[src/rtl/pe_traffic_gen_256.sv]
// ---------------------------------------------------------------------------
// pe_traffic_gen_256
//
// Closed-loop traffic generator for a 256-bit PE wrapper. Each run issues
// NUM_TXN requests, one at a time. Every request payload is eight 32-bit
// words derived from a Galois LFSR. After each request the block waits for
// the matching response and measures how many cycles it took. A response
// counts as a mismatch when its two 128-bit halves differ. A response that
// has not arrived once the wait counter reaches TIMEOUT ends the run with a
// sticky error.
//
// Ports
//   clk            : clock, all state updates on the rising edge
//   reset          : asynchronous, active-high; forces IDLE and LFSR=SEED
//   start          : begins a run when sampled high in IDLE or DONE
//   m_tvalid/m_tdata/m_tready : request stream toward the PE wrapper
//   s_tvalid/s_tdata/s_tready : response stream from the PE wrapper
//   busy           : high while in SEND or WAIT
//   done           : high while in DONE (held until the next accepted start)
//   error          : sticky timeout flag for the current run
//   txn_count      : responses accepted this run (saturating)
//   last_latency   : wait cycles of the most recent accepted response
//   mismatch_count : responses with differing halves this run (saturating)
// ---------------------------------------------------------------------------
module pe_traffic_gen_256 #(
    parameter int unsigned NUM_TXN = 16,
    parameter int unsigned TIMEOUT = 63,
    parameter logic [31:0] SEED    = 32'hACE1_0001
) (
    input  logic         clk,
    input  logic         reset,
    input  logic         start,
    output logic         m_tvalid,
    output logic [255:0] m_tdata,
    input  logic         m_tready,
    input  logic         s_tvalid,
    input  logic [255:0] s_tdata,
    output logic         s_tready,
    output logic         busy,
    output logic         done,
    output logic         error,
    output logic [15:0]  txn_count,
    output logic [7:0]   last_latency,
    output logic [15:0]  mismatch_count
);

    typedef enum logic [1:0] {
        IDLE = 2'd0,
        SEND = 2'd1,
        WAIT = 2'd2,
        DONE = 2'd3
    } state_t;

    localparam logic [15:0] NUM_TXN_L = 16'(NUM_TXN);
    localparam logic [7:0]  TIMEOUT_L = 8'(TIMEOUT);
    // Right-shifting Galois form of x^32+x^22+x^2+x+1: term x^e feeds bit e-1.
    localparam logic [31:0] LFSR_TAPS = 32'h8020_0003;

    state_t      state_q, state_d;
    logic [31:0] lfsr_q, lfsr_d;
    logic [7:0]  wait_q, wait_d;
    logic        error_q, error_d;
    logic [15:0] txn_q, txn_d;
    logic [15:0] mism_q, mism_d;
    logic [7:0]  lat_q, lat_d;

    logic [15:0] txn_inc;
    logic [15:0] mism_inc;
    logic [31:0] lfsr_step;
    logic        halves_differ;

    always_comb begin
        txn_inc       = (txn_q == 16'hFFFF) ? txn_q : txn_q + 16'd1;
        mism_inc      = (mism_q == 16'hFFFF) ? mism_q : mism_q + 16'd1;
        lfsr_step     = (lfsr_q >> 1) ^ (lfsr_q[0] ? LFSR_TAPS : 32'd0);
        halves_differ = (s_tdata[255:128] != s_tdata[127:0]);
    end

    always_comb begin
        state_d = state_q;
        lfsr_d  = lfsr_q;
        wait_d  = wait_q;
        error_d = error_q;
        txn_d   = txn_q;
        mism_d  = mism_q;
        lat_d   = lat_q;
        case (state_q)
            IDLE, DONE: begin
                if (start) begin
                    txn_d   = 16'd0;
                    mism_d  = 16'd0;
                    lat_d   = 8'd0;
                    error_d = 1'b0;
                    wait_d  = 8'd0;
                    state_d = (NUM_TXN_L == 16'd0) ? DONE : SEND;
                end
            end
            SEND: begin
                // Payload is a pure function of lfsr_q, so it stays put
                // until this handshake advances the LFSR.
                if (m_tready) begin
                    lfsr_d  = lfsr_step;
                    wait_d  = 8'd0;
                    state_d = WAIT;
                end
            end
            WAIT: begin
                // A response wins over the timeout when both land together.
                if (s_tvalid) begin
                    lat_d   = wait_q;
                    txn_d   = txn_inc;
                    if (halves_differ) begin
                        mism_d = mism_inc;
                    end
                    state_d = (txn_inc == NUM_TXN_L) ? DONE : SEND;
                end else if (wait_q == TIMEOUT_L) begin
                    error_d = 1'b1;
                    state_d = DONE;
                end else begin
                    wait_d = wait_q + 8'd1;
                end
            end
            default: state_d = IDLE;
        endcase
    end

    always_ff @(posedge clk or posedge reset) begin
        if (reset) begin
            state_q <= IDLE;
            lfsr_q  <= SEED;
            wait_q  <= 8'd0;
            error_q <= 1'b0;
            txn_q   <= 16'd0;
            mism_q  <= 16'd0;
            lat_q   <= 8'd0;
        end else begin
            state_q <= state_d;
            lfsr_q  <= lfsr_d;
            wait_q  <= wait_d;
            error_q <= error_d;
            txn_q   <= txn_d;
            mism_q  <= mism_d;
            lat_q   <= lat_d;
        end
    end

    // Word k of the payload is the LFSR value tagged with its word index.
    for (genvar gi = 0; gi < 8; gi++) begin : g_word
        assign m_tdata[32*gi +: 32] = lfsr_q ^ {29'b0, 3'(gi)};
    end

    assign m_tvalid       = (state_q == SEND);
    assign s_tready       = (state_q == WAIT);
    assign busy           = (state_q == SEND) || (state_q == WAIT);
    assign done           = (state_q == DONE);
    assign error          = error_q;
    assign txn_count      = txn_q;
    assign last_latency   = lat_q;
    assign mismatch_count = mism_q;

endmodule

[config.mk]
export PLATFORM = sky130hd
export DESIGN_NAME = pe_traffic_gen_256
export DESIGN_NICKNAME = d
export VERILOG_FILES = /design/src/rtl/pe_traffic_gen_256.sv
export SDC_FILE = /design/constraint.sdc
export NUM_CORES = 1
export LEC_CHECK = 0
export ABC_AREA = 1
export BUFFER_PORTS_ARGS = -buffer_cell sky130_fd_sc_hd__buf_2
export CAP_MARGIN = 20
export CORE_AREA = 2 2 220 222
export CTS_BUF_LIST = sky130_fd_sc_hd__clkbuf_4
export CTS_CLUSTER_DIAMETER = 50
export DETAILED_ROUTE_END_ITERATION = 7
export DIE_AREA = 0 0 222 224
export GPL_ROUTABILITY_DRIVEN = 0
export PLACE_DENSITY = 0.37
export SYNTH_ARGS = -nofsm -noshare
export SYNTH_HDL_FRONTEND = slang
export SYNTH_SLANG_ARGS = --single-unit
[constraint.sdc]
create_clock -name clk -period 4.9 [get_ports clk]
set_input_delay 0.98 -clock clk [delete_from_list [all_inputs] [get_ports clk]]
set_output_delay 0.98 -clock clk [all_outputs]
set_load 0.02 [all_outputs]
==> results.tsv, run 1 <==
metric	value	unit
status	complete, no violations	
Syn Std Cell Area	8075	µm²
Worst path max stage delay	0.47	ns
CP most frequent cell	nand2_1	
Hold Path Class	in -> async	
CP Capture Type	flop	
fin crit share	0.6128	
crit start category	flop	
final wirelength	30830	µm
CTS H-Tree Depth	3	
Pwr Density	432.2	nW/µm²
Buffers on Ports	561	
Vias	7689	
initial antenna violation count	8	
Die H	224	µm
CTS tree	yes	
CP cell instances	inv_1, ha_1, inv_2, nand2_1, nor2_1, nor2_2, buf_4, a41oi_4, nand2_4, nand2_4, nand2_1, nand2_1	
setup violators final	0	
Slew @ Worst Pin	0.9464	ns
worst skew pair latency	0.48	ns
P&R area growth vs syn	22.68	%
clk sinks	83	
1st-pass router iterations	4	
combinational share of power	0.608	
Max clock buf depth	2	
Synth Warn #	0	
Post-Syn Area per Cell	7.115	µm²
internal power	0.001893	W
Final Hold Viols	0	
cell row count	80	
TritonCTS Buffers	9	
Clock Power Share	0.128	
final core occ	0.2092	
post-route minimum period	3.003	ns
CTS clk-pin slew, worst paths	0.16	ns
flop2flop setup slack	1.90	ns
Vias/cell	3.718	
Max IR drop VDD	210.9	µV
leakage	5.537	nW
vias in the first global route	7494	
routed len/inst	14.91	µm
WS Path Type	reg -> reg	
DR iter-0 viols	266	
Worst EP arrival	3.44	ns
grt ovf	0	
Clock Tree Root	clkbuf_4	
die area	49730	µm²
fin. max-slew vios	0	
hold buffer count at CTS	0	
clk_skew	0.02804	ns
layout cell share with drive strength beyond 1	0.4347	
Sw Share	0.5578	
fill cell total of the finished layout	5433	
register area share after synthesis	0.2586	
largest net degree at the start of global routing	37	
register share of total power	0.264	
post-synthesis instance total	1135	
RSZ-0062 raised after global routing	no	
Rel. slew slack	0.3684	
Unique masters post-synth	37	
dpl hpwl	26000	µm
DIE WIDTH	222	µm
I/O pins	562	
CP Max Fanout	23	
max_cap viols	0	
Critical Path RT	5.33	ns
first-pass GRT wire length	44170	µm
f_max	0.3330	GHz
final-stage net count	1710	
core area	47350	µm²
syn nets	1403	
drt drc	0	
Post-CTS Setup Bufs	0	
Slowest-stage cell, CP	inv_2	
gr usage total	0.1195	
NetSw	0.002388	W
Setup TNS	0	ns
Synth Register Bits	83	
CTS resizes	0	
Initial Util	0.1706	
Detail Route Antenna Nets	0	
Yosys cell counts:
cell type  number  area share
a211oi_1        1     0.00093
a21oi_1         4      0.0025
a21oi_2         1      0.0011
a41oi_4         1      0.0034
and3_1          1     0.00078
buf_1           1     0.00046
buf_2           2      0.0012
buf_4         253        0.24
buf_6           2      0.0028
clkbuf_1       11      0.0051
clkinv_1        2     0.00093
dfrtp_1        74        0.23
dfstp_2         9       0.029
ha_1            7       0.011
inv_1          69       0.032
inv_2           8      0.0037
nand2_1       326        0.15
nand2_2        14       0.011
nand2_4         3      0.0042
nand3_1        40       0.025
nand3_2         1      0.0012
nand4_1         7      0.0054
nor2_1         99       0.046
nor2_2          6      0.0046
nor2_4          1      0.0014
nor2_8          1      0.0025
nor3_1          6      0.0037
nor3_2          1      0.0012
nor3_4          2      0.0040
nor3b_1         2      0.0019
o21ai_0        30       0.019
o21ai_1         3      0.0019
o21bai_1        1     0.00093
o22ai_1         6      0.0046
o31ai_1         6      0.0056
xnor2_1       119        0.13
xor2_1         15       0.016
cells by family after synthesis:
logic type                 after synthesis  share of synthesized area
xor gates and xnor gates               134                     0.1453
adders and majority gates                7                    0.01085
DFF                                     83                     0.2586
buffers and inverters                  348                     0.2815
AOI/OAI and AO/OA                       53                    0.03951
and+or+nand+nor                        510                     0.2642
worst max-delay path, delay by kind of cell (launching register included):
family / cells / cell delay [ns]
simple gates: 7 / 1.05
buf+inv: 3 / 0.75
flops: 1 / 0.45
compound gates: 1 / 0.26
fa+ha+maj: 1 / 0.42
final cells by class:
class	instances	area [µm²]	area share
diodes	6	15.01	0.001516
clock buffers	11	82.58	0.008335
clock inverters	5	102.6	0.01036
inverters	79	297.8	0.03006
multi-input cells	704	3714	0.3748
flip-flops and latches	83	2088	0.2108
well taps	615	769.5	0.07767
repair buffers	565	2838	0.2864
flip-flops by register name, indices dropped and copies added (netlist names):
| register | cells |
|---|---|
| wait_q | 8 |
| txn_count | 16 |
| error | 1 |
| lfsr_q | 32 |
| mismatch_count | 16 |
| state_q | 2 |
| last_latency | 8 |
metal layers:
metal / vias up / wire, µm / global-route usage
met3: 40 / 1912 / 0.02781
met4: 2 / 1093 / 0.05209
met2: 376 / 17270 / 0.2465
met5: - / 13 / 0
li1: 3855 / - / -
met1: 3416 / 10530 / 0.1096
cells in the final DEF (no fill, tap or decap), types with 3 or more instances in the layout:
cell type and instances:
xnor2_1 119, nand2_2 14, nor3_1 6, nor2_2 6, bufinv_16 3, nand2_4 3, clkinv_1 3, o22ai_1 6
nand2_1 326, nand3_1 40, inv_2 8, o31ai_1 6, o21ai_0 30, buf_2 561, o21ai_1 3, clkbuf_4 11
a21oi_1 4, buf_4 4, inv_1 68, dfrtp_1 74, ha_1 7, diode_2 6, nand4_1 7, nor2_1 99
xor2_1 15, dfstp_2 9
power by group through the flow:
| stage | sequential, W | clock [W] | combinational, W |
|---|---|---|---|
| after global placement | 0.00115 | 0 | 0.00267 |
| after floorplan | 0.00107 | 0 | 0.00261 |
| after detailed placement | 0.00117 | 0 | 0.00265 |
| after CTS | 0.00115 | 0.000589 | 0.00265 |
| after global routing | 0.00117 | 0.000606 | 0.00279 |
| final | 0.00113 | 0.000546 | 0.00260 |
through the flow:
| stage | instances | power [W] | setup WS [ns] | hold WS (ns) | area (µm²) |
|---|---|---|---|---|---|
| floorplan | 1135 | 0.003679 | 1.798 | 0.4657 | 8075 |
| global placement | 2046 | 0.003817 | 1.848 | 0.4681 | 9707 |
| detailed placement | 2046 | 0.003817 | 1.835 | 0.4692 | 9707 |
| CTS | 2062 | 0.004396 | 1.817 | 0.3869 | 9892 |
| global route | 2068 | 0.004567 | 1.577 | 0.4124 | 9907 |
| finish | 2068 | 0.004282 | 1.897 | 0.4484 | 9907 |
final timing paths:
check | startpoint | to | cells after the start
setup / recovery | state_q[0] | mismatch_count[11] | 12
hold / removal | reset | lfsr_q[11] | 2
setup reg to reg | state_q[0] | mismatch_count[11] | 12
hold reg to reg | last_latency[6] | last_latency[6] | 2
max in group asynchronous | reset | txn_count[7] | 3
min in group clk | last_latency[6] | last_latency[6] | 2
(Power assumes the default switching activity.)
==> inputs of run 2 (changes only) <==
Settings changed: CORE_AREA 2 2 220 222 to 2 2 221 223, DIE_AREA 0 0 222 224 to 0 0 223 225, PLACE_DENSITY 0.37 to 0.38.
Clock period 4.9 ns to 2.6 ns, I/O delays scaled along.
==> run 2 against run 1 <==
Compared with the run above:
- first-iteration DRC count shrank 15%
- die area up 0.90%
- design area is 0.47% higher
- setup slack got worse by 1.6 ns
- via count decreased by 0.14%
- clock power rose by 60%
- clock skew up 0.0071 ns
- sequential share of layout area is 0.098 points lower
- final cell count rose by 0.53%
- global-route usage shrank 0.66 points
- largest power group unchanged
==> results.tsv, run 2 (synthesis gave the netlist of run 1 again) <==
metric	value	unit	change
Slew @ Worst Pin	0.5498	ns	-0.3966 ns
leakage	5.563	nW	+0.47%
setup violators final	0		unchanged
clk sinks	83		unchanged
f_max	0.4352	GHz	
DR iter-0 viols	225		-15%
largest net degree at the start of global routing	84		+130%
first-pass GRT wire length	42190	µm	-4.5%
status	complete, no violations		
worst hold slack	0.08336	ns	-0.3650 ns
layout cell share with drive strength beyond 1	0.4389		+0.004181
routed len/inst	14.24	µm	-4.4%
commonest cells after routing, fill and taps aside	buf_2, nand2_1, xnor2_1		
fin. max-slew vios	0		unchanged
Setup TNS	0	ns	unchanged
Post-CTS Setup Bufs	0		unchanged
core area	47550	µm²	+0.42%
worst skew pair latency	0.53	ns	+0.05 ns
post-route minimum period	2.298	ns	
fill cell total of the finished layout	5358		-1.4%
grt ovf	0		unchanged
Max IR drop VDD	433.1	µV	+110%
Buffers on Ports	561		unchanged
CTS clk-pin slew, worst paths	0.18	ns	+0.02 ns
CTS resizes	0		unchanged
vias in the first global route	7267		-3.0%
Max clock buf depth	2		unchanged
Detail Route Antenna Nets	0		unchanged
CTS H-Tree Depth	3		unchanged
fin crit share	0.8838		
Vias/cell	3.693		-0.67%
TritonCTS Buffers	9		unchanged
max_cap viols	0		unchanged
crit start category	flop		
Pwr Density	804.0	nW/µm²	+86%
hold buffer count at CTS	0		unchanged
Worst EP arrival	1.78	ns	-1.66 ns
final wirelength	29610	µm	-3.9%
Overall Power	0.008002	W	+87%
Final Hold Viols	0		unchanged
WS Path Type	reg -> out		
I/O pins	562		unchanged
Clock Tree Root	clkbuf_4		
initial antenna violation count	10		+2
Initial Util	0.1698		-0.0007181
drt drc	0		unchanged
1st-pass router iterations	6		+2
most common cell after layout, fill and taps aside	buf_2		
cell row count	80		unchanged
P&R area growth vs syn	23.26	%	
CTS tree	yes		
die area	50180	µm²	+0.90%
final-stage net count	1719		+0.53%
gr usage total	0.1129		-0.006603
Hold Path Class	in -> async		
CP Max Fanout	12		-48%
flop2flop setup slack	0.35	ns	-1.55 ns
Rel. slew slack	0.6335		+0.2651
clk_skew	0.03512	ns	+0.007081 ns
largest register by flop count	lfsr_q		
DIE WIDTH	223	µm	+0.45%
RSZ-0062 raised after global routing	no		
Vias	7678		-0.14%
dpl hpwl	24630	µm	-5.3%
R2R cell count	9		-3
Critical Path RT	2.08	ns	-3.25 ns
number of flip-flops in the largest register	32		unchanged
Die H	225	µm	+0.45%
CP Capture Type	output pin		
## run 2: cell count changes in the layout (fill, tap and decap cells not counted), sizes merged
cell and delta:
clkbuf -2, diode +2, inv +4, clkinvlp +1, bufinv -3, buf +9
## run 2: power breakdown
group	internal (W)	switching [W]
sequential	0.00155	0.000528
combinational	0.00158	0.00347
clock	0.000233	0.000642
## run 2: worst paths after layout
path / startpoint / endpoint
max reg2reg: state_q[0] / txn_count[14]
max: state_q[0] / s_tready
min: reset / txn_count[12]
max in group asynchronous: reset / mismatch_count[1]
min reg2reg: last_latency[7] / last_latency[7]
min in group clk: s_tvalid / error
## run 2: per-layer routing
layer,share of wire,vias to the layer above,global-route usage,wire (µm)
met1,0.35,3385,0.1076,10290
li1,-,3864,-,-
met5,0.00044,-,0,13
met4,0.028,4,0.04914,834
met2,0.56,381,0.2288,16530
met3,0.065,44,0.02490,1938
## run 2: area by class of cell
type / count / area [µm²] / area share
Antenna cell: 8 / 20.02 / 0.002011
Clock buffer: 9 / 67.56 / 0.006788
Clock inverter: 7 / 76.32 / 0.007668
Inverter: 79 / 300.3 / 0.03017
Multi-Input combinational cell: 704 / 3714 / 0.3731
Sequential cell: 83 / 2088 / 0.2098
Tap cell: 615 / 769.5 / 0.07731
Timing Repair Buffer: 574 / 2918 / 0.2931
## run 2: through the flow
| stage | util | std cells | area (µm²) | worst slack (ns) |
|---|---|---|---|---|
| floorplan | - | 1135 | 8079 | 0.7122 |
| global placement | 0.2059 | 2055 | 9789 | 0.2543 |
| detailed placement | 0.2059 | 2055 | 9789 | 0.2515 |
| CTS | 0.2089 | 2071 | 9933 | 0.2013 |
| global route | 0.2093 | 2079 | 9953 | 0.1148 |
| finish | 0.2093 | 2079 | 9953 | 0.3020 |
## run 2: worst max-delay path, cell delays in order (launching register included)
cell     delay (ns)
dfrtp_1        0.46
inv_1          0.07
ha_1           0.29
buf_4          0.24
buf_2          0.19
